<file path="config.mk">
export PLATFORM = sky130hd
export DESIGN_NAME = cmd_write
export DESIGN_NICKNAME = d
export VERILOG_FILES = /design/src/rtl/cmd_write.sv
export SDC_FILE = /design/constraint.sdc
export NUM_CORES = 1
export LEC_CHECK = 0
export BUFFER_PORTS_ARGS = -buffer_cell sky130_fd_sc_hd__buf_2
export CORE_UTILIZATION = 25
export CTS_CLUSTER_SIZE = 20
export DETAILED_ROUTE_END_ITERATION = 16
export SETUP_SLACK_MARGIN = 0.3
export SLEW_MARGIN = 5
export SYNTH_ARGS = -nofsm -noshare
export SYNTH_HDL_FRONTEND = slang
export SYNTH_SLANG_ARGS = --single-unit
</file>
<file path="constraint.sdc">
create_clock -name clk_i -period 2.9 [get_ports clk_i]
set_input_delay 0.145 -clock clk_i [delete_from_list [all_inputs] [get_ports clk_i]]
set_output_delay 0.145 -clock clk_i [all_outputs]
set_load 0.01 [all_outputs]
</file>
<file path="src/rtl/cmd_write.sv">
// cmd_write: serialises one 48-bit SD command frame with on-the-fly CRC7,
// then arms the response receiver and enforces the NCR response timeout.
module cmd_write #(
    parameter int TimeoutTicks = 64
) (
    input  logic        clk_i,
    input  logic        rst_ni,
    input  logic        clk_en_i,
    input  logic        start_tx_i,
    input  logic [5:0]  cmd_index_i,
    input  logic [31:0] cmd_argument_i,
    input  logic        expect_rsp_i,
    input  logic        rsp_receiving_i,
    output logic        busy_o,
    output logic        cmd_o,
    output logic        cmd_en_o,
    output logic        start_listening_o,
    output logic        timeout_o,
    output logic        done_o
);
    localparam logic [2:0] IDLE     = 3'd0;
    localparam logic [2:0] SEND     = 3'd1;
    localparam logic [2:0] TURN     = 3'd2;
    localparam logic [2:0] WAIT_RSP = 3'd3;
    localparam logic [2:0] DONE     = 3'd4;
    localparam logic [6:0] LAST_TICK = 7'(TimeoutTicks - 1);

    logic [2:0]  state;
    logic [5:0]  cnt, idx, idx_sel, arg_sel;
    logic [6:0]  crc, tcnt;
    logic [31:0] arg;
    logic        exp_rsp, listen, frame_bit;

    assign idx_sel = 6'd7 - cnt;
    assign arg_sel = 6'd39 - cnt;

    always_comb
        frame_bit = cnt == 6'd0 ? 1'b0 :
                    cnt == 6'd1 ? 1'b1 :
                    cnt < 6'd8  ? idx[idx_sel[2:0]] :
                    cnt < 6'd40 ? arg[arg_sel[4:0]] :
                    cnt < 6'd47 ? crc[6] : 1'b1;

    always_ff @(posedge clk_i or negedge rst_ni) begin
        if (!rst_ni) begin
            state   <= IDLE;
            cnt     <= '0;
            crc     <= '0;
            tcnt    <= '0;
            idx     <= '0;
            arg     <= '0;
            exp_rsp <= 1'b0;
            listen  <= 1'b0;
        end else begin
            listen <= 1'b0;
            case (state)
                IDLE: if (start_tx_i) begin
                    idx     <= cmd_index_i;
                    arg     <= cmd_argument_i;
                    exp_rsp <= expect_rsp_i;
                    cnt     <= '0;
                    crc     <= '0;
                    state   <= SEND;
                end
                SEND: if (clk_en_i) begin
                    cnt <= cnt + 6'd1;
                    // payload bits feed the CRC; during the CRC field it just shifts out
                    crc <= {crc[5:0], 1'b0} ^ ((cnt < 6'd40 && (frame_bit ^ crc[6])) ? 7'h09 : 7'h00);
                    if (cnt == 6'd47) state <= TURN;
                end
                TURN: if (clk_en_i) begin
                    state  <= exp_rsp ? WAIT_RSP : DONE;
                    listen <= exp_rsp;
                    tcnt   <= '0;
                end
                WAIT_RSP:
                    if (rsp_receiving_i) state <= DONE;
                    else if (clk_en_i) begin
                        if (tcnt == LAST_TICK) state <= DONE;
                        else tcnt <= tcnt + 7'd1;
                    end
                DONE: state <= IDLE;
                default: state <= IDLE;
            endcase
        end
    end

    assign busy_o            = state != IDLE;
    assign cmd_en_o          = state == SEND;
    assign cmd_o             = state == SEND ? frame_bit : 1'b1;
    assign start_listening_o = listen;
    assign done_o            = state == DONE;
    assign timeout_o         = state == WAIT_RSP && clk_en_i && !rsp_receiving_i && tcnt == LAST_TICK;
endmodule

</file>
# Word level (Yosys, flattened, before mapping)
# Cells that the tools add are included.
# W data, S select, Z words.
[word_totals] ff_bits=63 output_inout_bits=6 word_cells=82
[op_classes] addsub=4 order_cmp=5 eq_ne=16 mux=33 bitwise_logic=2 n_reduce_logical=14
[ops] operator="$mux W7" n=6
[ops] operator="$pmux W7 S2" n=2
[ops] operator="$mux W3" n=8
[ops] operator="$lt A6 B6 Y1 const B" n=2
[ops] operator="$mux W6" n=2
[ops] operator="$ne A2 B2 Y1 const B" n=6
[ops] operator="$pmux W3 S4" n=1
[ops] operator="$pmux W6 S2" n=1
[ops] operator="$mux W1" n=10
[ops] operator="$add A7 B1 Y7 const B" n=1
[ops] operator="$eq A7 B6 Y1 const B" n=1
[ops] operator="$xor A7 B4 Y7" n=1
[ops] operator="$add A6 B1 Y6 const B" n=1
[ops] operator="$eq A3 B2 Y1 const B" n=2
[ops] operator="$eq A6 B1 Y1 const B" n=1
[ops] operator="$eq A6 B6 Y1 const B" n=1
[ops] operator="$logic_not A6 Y1" n=1
[ops] operator="$lt A5 B6 Y1 const B" n=1
[ops] operator="$lt A6 B4 Y1 const B" n=1
[ops] operator="$ne A3 B3 Y1 const B" n=2
[ops] operator="$reduce_and A6 Y1" n=1
[ops] operator="$bmux W1 S5" n=1
[ops] operator="$reduce_and A5 Y1" n=1
[ops] operator="$sub A3 B5 Y5 const A" n=1
[ops] operator="15 further kinds" n=19

# Depth between registers and ports, before layout
[logic_depth] word_depth=13 mapped_depth=11 ltp_nobuf=9

# Worst setup path after synthesis
# No wires, ideal clock.
[synth_path] path_type="flip-flop to output port" startpoint="register cnt[1]" endpoint="output port cmd_o" arrival_time_ns=1.988 slack_ns=0.767 path_stages_with_launch=11 path_buffers=2 path_cell_list="dfrtp_1 buf_6 buf_4 inv_1 ha_1 nor2_1 a32oi_2 nand3_1 nor2_1 a211oi_1 or4_1"
[synth_via] elab_chain_len=8 word_cells_on_any_way=17 classes_between="add/sub: 2; order compare: 3; eq/ne: 1; mux: 10; reduce/logical: 1"
[synth_lines] element="start, declared" line="29" rtl="logic [5:0] cnt, idx, idx_sel, arg_sel;"
[synth_lines] element="start signal, assigned" line="66" rtl="cnt <= cnt + 6'd1;"
[synth_lines] element="$sub A3 B5 Y5" line="35" rtl="assign arg_sel = 6'd39 - cnt;"
[synth_lines] element="$bmux W1 S5" line="41" rtl="cnt < 6'd40 ? arg[arg_sel[4:0]] :"
[synth_lines] element="$mux W1 (not written as such)" line="41"
[synth_lines] element="$mux W1" line="41"
[synth_lines] element="$mux W1" line="40" rtl="cnt < 6'd8 ? idx[idx_sel[2:0]] :"
[synth_lines] element="$mux W1" line="39" rtl="cnt == 6'd1 ? 1'b1 :"
[synth_lines] element="$mux W1 (*)" line="38" rtl="frame_bit = cnt == 6'd0 ? 1'b0 :"
[synth_lines] element="$mux W1 (*)" line="90" rtl="assign cmd_o = state == SEND ? frame_bit : 1'b1;"
[synth_lines] element="end, declared" line="15" rtl="output logic cmd_o,"
# Every way passes the cells marked *; elsewhere a longest branch is shown, timed or not. The select of a mux whose other input is x is not followed.

# Worst setup path after layout
# Ends and elaborated chain as after synthesis.

==> results.ini <==
[status]
outcome=finished clean

[timing]
setup_viol=0
slew_violations=0
max_freq_mhz=378
finalHoldViolations=0
min_period_ns=2.65
slew-limit-headroom_pct=45.3
setup_tns_ns=0
fin_worst_skew_ns=0.00891
rsz0062_at_grt=true
min_period_over_period_pct=91.2
tightest_slew_ns=0.820

[worst_hold_path]
min_path_cells=3
min_to=arg[24]$_DFFE_PN0P_
min_path_type=input port to flop
hp-start=cmd_argument_i[24]

[floorplan]
chipWidth_um=116
ios=50
die_area_sq_um=13500
rows=41
die_h_um=116
initial_core_util_pct=25.6
core_area_sq_um=12700

[cts]
cts_sinks=63
path_clk_slew_ns=0.06
clk_latency_ns=0.33
h-tree-depth=3
cts_tree=yes
cts_buffers=9
root_buffer=clkbuf_16
cts_buffer_depth=2

[synth]
ys_seq_area_share_pct=48.5
synth_area_per_cell_sq_um=8.64
ys_warn_count=0
syn_area_sq_um=3250
ys_ff_latch=63
async_flop_share_pct=100
synth_nets=425
synth_edf_count=0
synth_cells=376
synth.distinct_cells=46
yosys_most_used_dff=dfrtp_1

[job]
maxCapViolCount=0

[global_route]
grt_use_total_pct=12.7
grt_max_degree=47
antenna_found_initial=0
grt_pass1_vias=2760
grt-ovfl-total=0
grt_pass1_wl_um=13200

[worst_setup_path]
worst_setup_path_end_kind=primary output
path_max_fanout=5
cpMaxStageDelayCell=or4_1
timing.rr.start=cnt[1]$_DFFE_PN0P_
cpPeakStageDelay_ns=0.49
rr_endpoint=crc[3]$_DFFE_PN0P_
r2r_slack_ns=0.53
critical_path_class=flop to primary output
worstPathRequired_ns=2.76
reg2regPathDepth=11
path_cells=buf_4, mux2i_4, a22oi_2, nand4b_1, a21oi_1, a311oi_4, a21oi_2, or4_1, buf_2
start_kind=flop
critPathTopFamily=compound AO/OA/AOI/OAI gates
worstPathArrival_ns=2.50
crit_buf_inv=2

[drt]
drt-initial-drc-count=169
vias=2746
wl_um=7620
drt_pass1_iterations=4
viasPerCell=4.47
wire_per_inst_um=12.4
antenna_left=0
drc=0

[place]
gp_congestion=0.853
port-buffer-count=49
dp_hpwl_um=5320

[power_and_ir_drop]
p_total_w=0.00354
leakage_nw=2.13
irDropWorstVdd_uv=415
powerDensity_nw_per_um2=849

[layout]
fillers=1353
antenna_cells=0
fin_nets=487
drive_gt1_share_pct=21.4
area_delta_synth_final_pct=28.3
register_area_sq_um=1580
multiInputGateArea_sq_um=1590

==> layout by cell type, fill, tap and decap left out, types with 2 or more instances in the layout <==
master	instances
nor4_1	2
dfrtp_1	60
a221oi_1	2
xor2_1	7
nor2_1	17
nand2_1	145
nand3_1	14
clkbuf_16	9
nand4_1	7
and2b_2	2
a22o_1	2
a21oi_1	3
a31oi_1	2
o21ai_0	11
o31ai_1	2
dlygate4sd3_1	11
buf_4	9
a22oi_1	3
inv_1	7
buf_2	49
nor3_1	4
buf_6	2
clkinv_4	2
mux2_2	3
nand2b_1	3
ha_1	4
mux2i_1	18
nor2b_1	2
and3_1	6
a211oi_1	3
dfrtp_2	3
==> report_power, final <==
part           switching [W]  internal (W)
combinational       0.000609      0.000557
clock               0.000395      0.000692
sequential          0.000196       0.00109
total                0.00120       0.00234
==> logic make-up after synthesis <==
logic type | Yosys count | synth area share (%)
and+or+nand+nor | 212 | 27.8
DFF | 63 | 48.5
AOI/OAI and AO/OA | 37 | 8.16
buffers and inverters | 28 | 4.16
muxes | 23 | 7.24
xor gates and xnor gates | 8 | 2.16
adders and majority gates | 5 | 1.93
==> repair_timing <==
item,4_1_cts,5_1_grt
endpoints found under the hold margin,43,0
endpoints found under the setup margin,1,1
cloned,0,0
buffers inserted,3,1
hold buffers,11,0
pin swaps,7,1
resized for setup,11,5
==> sequential cells by signal, indices dropped and copies added, names as in the netlist <==
signal,cells
state,3
start_listening_o,1
arg,32
tcnt,7
exp_rsp,1
idx,6
crc,7
cnt,6
==> cell type report <==
class                   instances  share of cell area, %
flip-flops and latches         63                   37.9
well taps                     172                   5.16
multi-input cells             285                   38.2
clock buffers                  10                   5.73
inverters                       8                  0.720
clock inverters                 6                   1.65
repair buffers                 71                   10.7
==> stage by stage <==
| step | hold WS, ns | cells | area (sq um) | worst slack, ns | util (%) |
|---|---|---|---|---|---|
| detailed placement | 0.291 | 584 | 3660 | 0.321 | 28.9 |
| CTS | 0.000472 | 614 | 4150 | 0.216 | 32.7 |
| floorplan | -0.151 | 376 | 3250 | 0.767 | - |
| finish | 0.00518 | 615 | 4170 | 0.255 | 32.9 |
| global placement | 0.270 | 584 | 3660 | 0.371 | 28.9 |
| global route | 0.00891 | 615 | 4170 | 0.138 | 32.9 |
==> how the worst max path moves through the flow <==
| stage | start | endpoint | slack (ns) | cells past startpoint |
|---|---|---|---|---|
| 2_1_floorplan | cnt[1]$_DFFE_PN0P_ | cmd_o | 0.77 | 10 |
| 3_3_place_gp | cnt[1]$_DFFE_PN0P_ | cmd_o | 0.37 | 9 |
| 3_5_place_dp | cnt[1]$_DFFE_PN0P_ | cmd_o | 0.32 | 9 |
| 4_1_cts | cnt[1]$_DFFE_PN0P_ | cmd_o | 0.22 | 9 |
| 5_1_grt | cnt[1]$_DFFE_PN0P_ | cmd_o | 0.14 | 9 |
| 6_report | cnt[1]$_DFFE_PN0P_ | cmd_o | 0.25 | 9 |
==> Yosys cell counts, types with 3 or more instances <==
| library cell | number | area share, % |
|---|---|---|
| buf_6 | 3 | 1.0 |
| a22oi_1 | 3 | 0.69 |
| buf_1 | 4 | 0.46 |
| nand3_1 | 14 | 2.2 |
| ha_1 | 5 | 1.9 |
| mux2_2 | 3 | 1.0 |
| nand2b_1 | 3 | 0.58 |
| dfrtp_1 | 63 | 49 |
| nand2_1 | 146 | 17 |
| and3_1 | 6 | 1.2 |
| nor2_1 | 18 | 2.1 |
| inv_1 | 7 | 0.81 |
| a21oi_1 | 4 | 0.62 |
| a211oi_1 | 4 | 0.92 |
| o21ai_0 | 11 | 1.7 |
| xor2_1 | 7 | 1.9 |
| clkbuf_1 | 11 | 1.3 |
| nand4_1 | 7 | 1.3 |
| nor3_1 | 4 | 0.62 |
| mux2i_1 | 19 | 5.9 |
==> routing by layer <==
layer | wire length (um) | GRT usage [%] | part of all wire (%) | up-vias
met5 | 0 | 0 | 0 | -
met4 | 114 | 4.53 | 1.5 | 0
met3 | 300 | 3.82 | 3.9 | 9
met2 | 3570 | 20.5 | 47 | 59
met1 | 3640 | 15.9 | 48 | 1295
li1 | - | - | - | 1383
==> worst register-to-register path, stage by stage, from the launching register on <==
cell and delay [ns]:
dfrtp_2 0.42, buf_6 0.19, inv_1 0.10, ha_1 0.19
nor2_1 0.24, a32oi_2 0.19, buf_4 0.17, a22o_1 0.17
a22o_1 0.21, nor3b_1 0.14, o21bai_1 0.15, nand3_1 0.09
Power figures use the tool's default switching activity.
